**src/rtl/word_serializer.sv**
```systemverilog
// word_serializer: parallel words in over valid/ready, MSB-first serial bits out with sof/eof framing.
// Optional macro SER_REF_MOD3_EN builds a reference mod-3 residue that drives ref_div3 on eof.
module word_serializer #(
    parameter int WIDTH = 8
) (
    input  logic             clk,
    input  logic             rst,
    input  logic [WIDTH-1:0] in_data,
    input  logic             in_valid,
    output logic             in_ready,
    output logic             bit_out,
    output logic             bit_valid,
    output logic             sof,
    output logic             eof,
    output logic             busy,
    output logic             ref_div3
);
    localparam int CW = $clog2(WIDTH);
    localparam logic [CW-1:0] LAST = CW'(WIDTH - 1);

    typedef enum logic {IDLE, SHIFT} state_t;

    state_t           state, state_nx;
    logic [WIDTH-1:0] pend_data;
    logic             pend_valid;
    logic [WIDTH-1:0] sh_reg;
    logic [CW-1:0]    cnt;
    logic             last_bit;
    logic             load;
    logic             accept;

    assign last_bit = (cnt == LAST);
    assign accept   = in_valid && in_ready;
    // A pending word loads on the edge ending the current eof cycle, giving gap-free streams.
    assign load     = pend_valid && ((state == IDLE) || ((state == SHIFT) && last_bit));

    always_ff @(posedge clk or negedge rst) begin
        if (!rst) begin
            state <= IDLE;
        end else begin
            state <= state_nx;
        end
    end

    always_comb begin
        state_nx = state;
        case (state)
            IDLE: begin
                if (load) begin
                    state_nx = SHIFT;
                end
            end
            SHIFT: begin
                if (!load && last_bit) begin
                    state_nx = IDLE;
                end
            end
            default: state_nx = IDLE;
        endcase
    end

    always_ff @(posedge clk or negedge rst) begin
        if (!rst) begin
            pend_data  <= '0;
            pend_valid <= 1'b0;
            sh_reg     <= '0;
            cnt        <= '0;
        end else begin
            if (accept) begin
                pend_data  <= in_data;
                pend_valid <= 1'b1;
            end else if (load) begin
                pend_valid <= 1'b0;
            end

            if (load) begin
                sh_reg <= pend_data;
                cnt    <= '0;
            end else if ((state == SHIFT) && !last_bit) begin
                sh_reg <= {sh_reg[WIDTH-2:0], 1'b0};
                cnt    <= cnt + CW'(1);
            end
        end
    end

    assign in_ready  = !pend_valid;
    assign bit_valid = (state == SHIFT);
    assign bit_out   = bit_valid & sh_reg[WIDTH-1];
    assign sof       = bit_valid & (cnt == '0);
    assign eof       = bit_valid & last_bit;
    assign busy      = bit_valid | pend_valid;

`ifdef SER_REF_MOD3_EN
    logic [1:0] res;
    logic [1:0] res_nx;
    logic [2:0] res_sum;

    // Residue of the bits emitted so far, folded with the bit on the line this cycle.
    always_comb begin
        res_sum = {res, bit_out};
        res_nx  = (res_sum >= 3'd3) ? 2'(res_sum - 3'd3) : res_sum[1:0];
    end

    always_ff @(posedge clk or negedge rst) begin
        if (!rst) begin
            res <= 2'd0;
        end else if (load) begin
            res <= 2'd0;
        end else if (state == SHIFT) begin
            res <= res_nx;
        end
    end

    assign ref_div3 = eof & (res_nx == 2'd0);
`else
    assign ref_div3 = 1'b0;
`endif

endmodule

```
**config.mk**
```make
export PLATFORM = sky130hd
export DESIGN_NAME = word_serializer
export DESIGN_NICKNAME = d
export VERILOG_FILES = /design/src/rtl/word_serializer.sv
export SDC_FILE = /design/constraint.sdc
export NUM_CORES = 1
export LEC_CHECK = 0
export CORE_ASPECT_RATIO = 1.4
export CORE_MARGIN = 3
export CORE_UTILIZATION = 50
export DETAILED_ROUTE_END_ITERATION = 7
export GPL_ROUTABILITY_DRIVEN = 0
export PLACE_DENSITY = 0.77
export SYNTH_ARGS = -nofsm -noshare
export SYNTH_HDL_FRONTEND = slang
export SYNTH_SLANG_ARGS = --single-unit
```
**constraint.sdc**
```tcl
create_clock -name clk -period 1.89 [get_ports clk]
set_input_delay 0.189 -clock clk [delete_from_list [all_inputs] [get_ports clk]]
set_output_delay 0.189 -clock clk [all_outputs]
set_load 0.02 [all_outputs]
```
==> results.sh <==
export IMPL_synthTopCellsByArea="dfrtp_1 54%, mux2_4 12%, mux2i_1 8.2%"
export IMPL_ant_nets=0
export IMPL_cts_buffers=3
export IMPL_rsz0062_at_grt="no"
export IMPL_yosysTopAreaCell="dfrtp_1"
export IMPL_clock_sinks=21
export IMPL_dp_hpwl_um=1090
export IMPL_critPathSlowestCell="clkdlybuf4s50_1"
export IMPL_crit_reg2reg_launch="cnt[0]$_DFFE_PN0P_"
export IMPL_syn_to_final_growth_pct=21.2
export IMPL_period_share_pct=93.3
export IMPL_die_w_um=43.3
export IMPL_grt_pass1_vias=614
export IMPL_cp_arrival_ns=1.58
export IMPL_yosysTopAreaCellShare_pct=54.1
export IMPL_die_area_um2=2520
export IMPL_htreeDepth=1
export IMPL_layout_common_cells="21 x dfrtp_1, 14 x clkdlybuf4s50_1, 12 x nand2_1, 8 x mux2i_1, 8 x mux2_4"
export IMPL_cts_tree="done"
export IMPL_viasPerCell=5.13
export IMPL_final_area_um2=1180
export IMPL_cp_num_buf_inv=1
export IMPL_mostFrequentLayoutCell="dfrtp_1"
export IMPL_crit_path_start_kind="flip-flop"
export IMPL_drv_cap=0
export IMPL_slowest_delay_ns=0.53
export IMPL_drv_slew=0
export IMPL_crit_chain="or2_2 > clkdlybuf4s50_1"
export IMPL_cellLeakagePower_nw=0.583
export IMPL_hold_viol=0
export IMPL_ir_drop_v=0.000705
export IMPL_cts_hold_fix_buffers=0
export IMPL_cp_depth=2
export IMPL_reg2regPathDepth=6
export IMPL_overflow=0
export IMPL_syn_area_per_cell_um2=12.2
export IMPL_ys_seq_elements=21
export IMPL_crit_required_ns=1.70
export IMPL_die_y_um=58.2
export IMPL_wirelength_um=1490
export IMPL_clock_path_buffers=2
export IMPL_final_nets=115
export IMPL_fin_crit_ns=1.76
export IMPL_seq_area_frac_synth_pct=54.1
export IMPL_finalSetupViolCount=0
export IMPL_r2r_slack_ns=0.39
export IMPL_status="complete, no violations"
export IMPL_port_buffers=16
export IMPL_drc=0
export IMPL_clock_latency_ns=0.31
export IMPL_r2r_end="sh_reg[4]$_DFFE_PN0P_"
export IMPL_fp_coreArea_um2=1800
export IMPL_synth_area_um2=972
export IMPL_endpoint="busy"
export IMPL_syn_nets=94
export IMPL_yosysWarnings=0
export IMPL_setup_tns_ns=0
export IMPL_drive_gt1_share_pct=18.0
export IMPL_io_pins=18
export IMPL_syn_inst=80
export IMPL_ys_types=20
export IMPL_cp_top_family="buffers and inverters"
export IMPL_worst_setup_path_end_kind="output pin"
export IMPL_routedWlPerCell_um=12.4
export IMPL_cp_max_fo=6
export IMPL_regArea_um2=526
export IMPL_multiInputGateArea_um2=395
export IMPL_fillers=154
export IMPL_p_per_area_nw_per_um2=1520
export IMPL_num_vias=615
export IMPL_worstSetupPathType="reg -> out"
export IMPL_crit_start="bit_valid$_DFF_PN0_"
export IMPL_grt_use_total_pct=14.8
export IMPL_start_util_pct=54.0
export IMPL_max_freq_mhz=567
export IMPL_drt_first_pass_iters=4
export IMPL_placed_cell_area_um2=1150
export IMPL_min_path_type="in -> async"
export IMPL_fin_skew_ns=0.00441
export IMPL_antenna_found_initial=0
export IMPL_grt_max_degree=22
export IMPL_cts_root_buffer="clkbuf_4"
export IMPL_dr_first_iter_drc_count=13
export IMPL_grt_pass1_wl_um=2720
export IMPL_path_clk_slew_ns=0.11
export IMPL_diodes=0
export IMPL_placementRows=18
==> cell families after synthesis <==
family          after synthesis  share of synthesized area [%]
compound gates               11                           6.18
flops                        21                           54.1
fa+ha+maj                     3                           3.86
mux                          16                           20.6
simple gates                 20                           9.65
other cells                   1                          0.386
buf+inv                       8                           5.28
==> repair_timing <==
item                                    in CTS  in global routing
endpoints found under the setup margin       2                  0
buffers inserted                             0                  0
resized for setup                            2                  0
==> metal layers <==
layer / up-vias / part of all wire, % / track usage (%)
met3: 5 / 4.0 / 1.86
met2: 14 / 47 / 23.7
met1: 292 / 45 / 17.5
met5: - / 0 / 0
li1: 304 / - / -
met4: 0 / 3.9 / 11.6
==> synthesized netlist by cell type <==
master,n
a21o_1,1
and2_1,2
and2b_1,1
buf_2,2
buf_4,1
buf_6,2
conb_1,1
dfrtp_1,21
ha_1,3
inv_1,3
mux2_4,8
mux2i_1,8
nand2_1,12
nor2_1,2
nor2b_2,1
o21ai_0,3
o21ai_1,6
o31ai_1,1
or2_1,1
or2_2,1
==> how the worst min path moves through the flow <==
| stage | cells past startpoint | end | slack (ns) |
|---|---|---|---|
| 6_report | 2 | cnt[0]$_DFFE_PN0P_ | 0.21 |
| 5_1_grt | 2 | cnt[0]$_DFFE_PN0P_ | 0.23 |
| 4_1_cts | 2 | cnt[2]$_DFFE_PN0P_ | 0.20 |
| 3_5_place_dp | 2 | sh_reg[1]$_DFFE_PN0P_ | 0.47 |
| 3_3_place_gp | 2 | sh_reg[2]$_DFFE_PN0P_ | 0.46 |
| 2_1_floorplan | 0 | bit_valid$_DFF_PN0_ | -0.11 |
==> cell type report <==
class / instances / area share (%)
Clock buffer: 4 / 2.23
Inverter: 3 / 0.955
Multi-Input combinational cell: 51 / 33.5
Sequential cell: 21 / 44.6
Tap cell: 20 / 2.12
Timing Repair Buffer: 21 / 16.6
==> stage by stage <==
stage	util (%)	total power, mW	std cells	worst slack [ns]	hold slack, ns
4_1_cts	65.4	1.82	120	0.0998	0.199
5_1_grt	65.4	1.95	120	0.0435	0.229
3_5_place_dp	64.1	1.61	116	0.256	0.471
3_3_place_gp	64.1	1.57	116	0.308	0.464
2_1_floorplan	-	1.38	80	0.570	-0.107
6_report	65.4	1.79	120	0.126	0.206
==> power breakdown <==
| part | total, mW | leakage [nW] | internal, mW | switching, mW |
|---|---|---|---|---|
| Clock | 0.215 | 0.0150 | 0.0825 | 0.133 |
| Combinational | 0.814 | 0.312 | 0.441 | 0.373 |
| Sequential | 0.765 | 0.257 | 0.647 | 0.118 |
| Total | 1.79 | 0.583 | 1.17 | 0.624 |
(Power assumes the default switching activity.)
==> RTL edit 1, RTL diff (same settings) <==
The parameter `WIDTH` goes from 8 to 16.
--- a/src/rtl/word_serializer.sv
+++ b/src/rtl/word_serializer.sv
@@ -1,7 +1,7 @@
 // word_serializer: parallel words in over valid/ready, MSB-first serial bits out with sof/eof framing.
 // Optional macro SER_REF_MOD3_EN builds a reference mod-3 residue that drives ref_div3 on eof.
 module word_serializer #(
-    parameter int WIDTH = 8
+    parameter int WIDTH = 16
 ) (
     input  logic             clk,
     input  logic             rst,
Ports: changed (resized in_data); port bits go from 18 to 26. The function was not compared with the original's and may differ.
==> RTL edit 1 against the original RTL <==
- clock skew increased by 0.0042 ns
- worst setup slack improved by 0.010 ns
- cell area increased by 76%
- largest cell class unchanged
- area after synthesis increased by 76%
- first-iteration DRC count increased to 3.4 times the old value
- largest power group is now sequential cells
- critical path depth increased by 2
- fmax increased by 0.58%
- sequential power increased by 87%
- routed wire length increased by 120%
- utilization decreased by 0.28 points
- via count increased by 90%
- sequential cell count increased by 17
- highest routed layer unchanged
- total power increased by 68%
- synthesized cell count increased by 76%
==> RTL edit 1: results (changes against the original RTL) <==
Run status
  • Status: finished clean

Power
  • P_comb: 1.04 mW (+28%)
  • Clock Power: 0.538 mW (+150%)
  • Worst IR Drop VDD: 937.5 µV (+33%)
  • PwrDens: 1452 nW/µm² (-4.6%)
  • Switching Share: 33.01% (-1.8 points)

Critical path
  • R2R cell count: 4 (-2)
  • Reg2reg setup slack: 0.31 ns (-0.08 ns)

GRT
  • Gr usage total: 17.53% (+2.7 points)
  • Met3 Use GR: 5.660% (+3.8 points)
  • Grt met2 use: 29.87% (+6.2 points)
  • First-pass GRT wire length: 5609 µm (+110%)
  • Largest net degree at the start of global routing: 39 (+77%)

Cells and area
  • Share of post-route cells with drive strength above 1: 15.48% (-2.5 points)
  • Non-Filler Instances: 207 (+73%)
  • Filler Cells Inserted: 265 (+72%)

Logic synthesis
  • Yosys cell types: 29 (+45%)
  • Seq/Total Area, Yosys: 55.60% (+1.5 points)
  • Top area cells in the synthesized netlist: dfrtp_1 56%, mux2i_1 9.4%, mux2_1 5.9%
  • Post-synthesis mux area share: 20.56% (-0.036 points)
  • Syn Area/Cell: 12.13 µm² (-0.18%)

Clocking
  • CTS Root Cell: clkbuf_8
  • Num CTS Buffers: 5 (+2)
  • Reg clk slew, reported paths: 0.07 ns (-0.04 ns)

Timing
  • Achievable Freq: 570.1 MHz (+0.58%)
  • Setup Skew: 0.008564 ns (+0.004154 ns)

Placement
  • PortBufs: 24 (+8)
  • Inst Count DP: 201 (+73%)
  • Dpl hpwl: 2234 µm (+110%)
  • Placed inst area: 1992 µm² (+72%)

Routing
  • Metal-1 WL: 1308 µm (+97%)
  • Drt first-iter violations: 44 (+31)
  • Met2 WL: 1682 µm (+140%)
  • Via Count: 1170 (+90%)
  • WL met3: 144 µm (+140%)
## RTL edit 1: cell count changes in the layout (fill, tap and decap cells not counted), sizes merged, moves of 6 or more
cell,delta
clkdlybuf4s50,+8
dfrtp,+17
mux2,+9
mux2i,+8
nand2,-10
nand3,+18
o21ai,+6
## RTL edit 1: worst min path at each step
| stage | end | slack [ns] | depth (start not counted) | startpoint |
|---|---|---|---|---|
| global route | cnt[3] | 0.36 | 2 | rst |
| global placement | pend_data[13] | 0.47 | 1 | pend_data[13] |
| CTS | sh_reg[13] | 0.35 | 2 | rst |
| floorplan | bit_valid | -0.11 | 0 | rst |
| detailed placement | pend_data[13] | 0.48 | 1 | pend_data[13] |
| finish | cnt[3] | 0.33 | 2 | rst |
## RTL edit 1: layout make-up
cell class                 count  area [µm²]  area share [%]
sequential                    38       952.2           45.93
tap                           39       48.80           2.354
timing repair buffer          31       290.3           14.00
inverter                       5       18.77          0.9052
multi-input combinational     88       680.7           32.83
clock buffer                   6       82.58           3.983
==> RTL edit 2, RTL diff (config.mk and constraints unchanged) <==
Made on the original files. Build with the macro `SER_REF_MOD3_EN` defined.
--- a/src/rtl/word_serializer.sv
+++ b/src/rtl/word_serializer.sv
@@ -1,5 +1,7 @@
 // word_serializer: parallel words in over valid/ready, MSB-first serial bits out with sof/eof framing.
 // Optional macro SER_REF_MOD3_EN builds a reference mod-3 residue that drives ref_div3 on eof.
+`define SER_REF_MOD3_EN
+
 module word_serializer #(
     parameter int WIDTH = 8
 ) (
Function: changed (Yosys sat finds a counterexample within 10 cycles, from zero or initial values and one cycle with rst low).
==> RTL edit 2 against the original RTL <==
- cell area increased by 11%
- routed wire length increased by 18%
- utilization increased by 0.31 points
- worst setup slack improved by 0.0094 ns
- sequential cell count increased by 2
- hold slack improved by 0.0045 ns
- area after synthesis increased by 10%
- total power increased by 9.3%
- largest cell class unchanged
- largest power group unchanged
- highest routed layer unchanged
==> RTL edit 2: results (changes against the original RTL) <==
Placement
  • Dpl hpwl: 1327 µm (+22%)
  • PortBufs: 17 (+1)
  • Pre-CTS setup slack: 0.1328 ns (-0.1234 ns)
  • Placed inst area: 1285 µm² (+11%)

Logic synthesis
  • Syn. warnings: 0 (unchanged)
  • EDFF count, synth: 0 (unchanged)
  • Top area cells in the synthesized netlist: dfrtp_1 54%, mux2_2 9.5%, mux2i_1 7.5%
  • Syn Area/Cell: 11.16 µm² (-8.2%)
  • Seq/Total Area, Yosys: 53.74% (-0.32 points)
  • Adder-cell area share of the yosys netlist: 3.505% (-0.36 points)
  • Main combinational cell family by area after synthesis: multiplexers
  • Most frequent cells after synthesis: 23 x dfrtp_1, 15 x nand2_1, 10 x o21ai_0
  • Synth Area in Compound Gates: 8.645% (+2.5 points)
  • Yosys cell types: 22 (+10%)
  • Synthesized Nets: 110 (+17%)
  • Asr flop ratio synth: 100.0% (unchanged)
  • Post-synthesis mux area share: 16.94% (-3.7 points)

Routing
  • Uppermost layer routed: met4
  • WL met3: 72 µm (+20%)
  • Met2 WL: 876 µm (+25%)
  • Metal-1 WL: 783 µm (+18%)
  • Vias/cell: 5.193 (+1.3%)
  • Via Count: 727 (+18%)
  • Drt first-iter violations: 3 (-10)
  • Wire per inst: 12.55 µm (+1.3%)

Cells and area
  • Net count, final: 134 (+17%)
  • Antenna fix cells: 0 (unchanged)
  • Share of post-route cells with drive strength above 1: 19.33% (+1.3 points)

GRT
  • First-pass GRT wire length: 2877 µm (+5.8%)
  • Grt met2 use: 25.10% (+1.4 points)
  • Met3 Use GR: 2.077% (+0.21 points)
  • Vias in the first global route: 688 (+12%)
  • Gr usage total: 14.22% (-0.56 points)
  • Met1 GRT Util: 16.73% (-0.79 points)
  • Largest net degree at the start of global routing: 24 (+9.1%)
  • Initial antenna violation count: 0 (unchanged)

Timing
  • Hold_ws: 0.2102 ns (+0.004491 ns)
  • Setup Skew: 0.01122 ns (+0.006805 ns)
  • Worst-Margin Slew: 0.3131 ns

Clocking
  • Worst skew pair latency: 0.31 ns (about the same)
  • Reg clk slew, reported paths: 0.13 ns (+0.02 ns)
  • # resized after CTS: 3 (+1)
  • CTS Root Cell: clkbuf_4
  • Clock buffer depth: 2 (unchanged)
  • Setup Fix Bufs, Post-CTS: 0 (unchanged)
  • Num CTS Buffers: 3 (unchanged)
  • Number of H-tree levels: 1 (unchanged)

Critical path
  • Reg2reg setup slack: 0.31 ns (-0.08 ns)
  • Worst Path Max Fanout: 2 (-4)
  • Critical Path AT: 1.57 ns
  • Reg-to-reg endpoint: sh_reg[1]

Power
  • Worst IR Drop VDD: 768.2 µV (+9.0%)
  • LEAKAGE: 0.6489 nW (+11%)
  • Power Total: 1.962 mW (+9.3%)

Run status
  • Status: finished clean
RTL edit 2: worst max path at each step:
stage | startpoint | end | slack [ns]
after global routing | bit_valid | busy | 0.03
after global placement | cnt[0] | ref_div3 | 0.17
after detailed placement | cnt[0] | ref_div3 | 0.13
after floorplan | cnt[0] | ref_div3 | 0.36
after CTS | cnt[0] | ref_div3 | 0.002
final | cnt[0] | eof | 0.14
RTL edit 2: cell type report:
class	count	area [µm²]
well taps	21	26.28
clock buffers	3	22.52
inverters	5	18.77
flip-flops and latches	23	575.6
clock inverters	1	5.005
fillers	166	684.4
multi-input cells	63	449.2
repair buffers	24	215.2
RTL edit 2: where the power goes:
part / total [mW] / switching, mW / internal [mW]
Sequential: 0.843 / 0.137 / 0.707
Combinational: 0.896 / 0.434 / 0.462
Clock: 0.222 / 0.144 / 0.0788
Total: 1.96 / 0.714 / 1.25
RTL edit 2: worst max-delay path: stages (launching register included):
cell and delay [ns]:
dfrtp_1 0.41, ha_1 0.20, ha_1 0.19, and2_1 0.16
dlygate4sd2_1 0.31
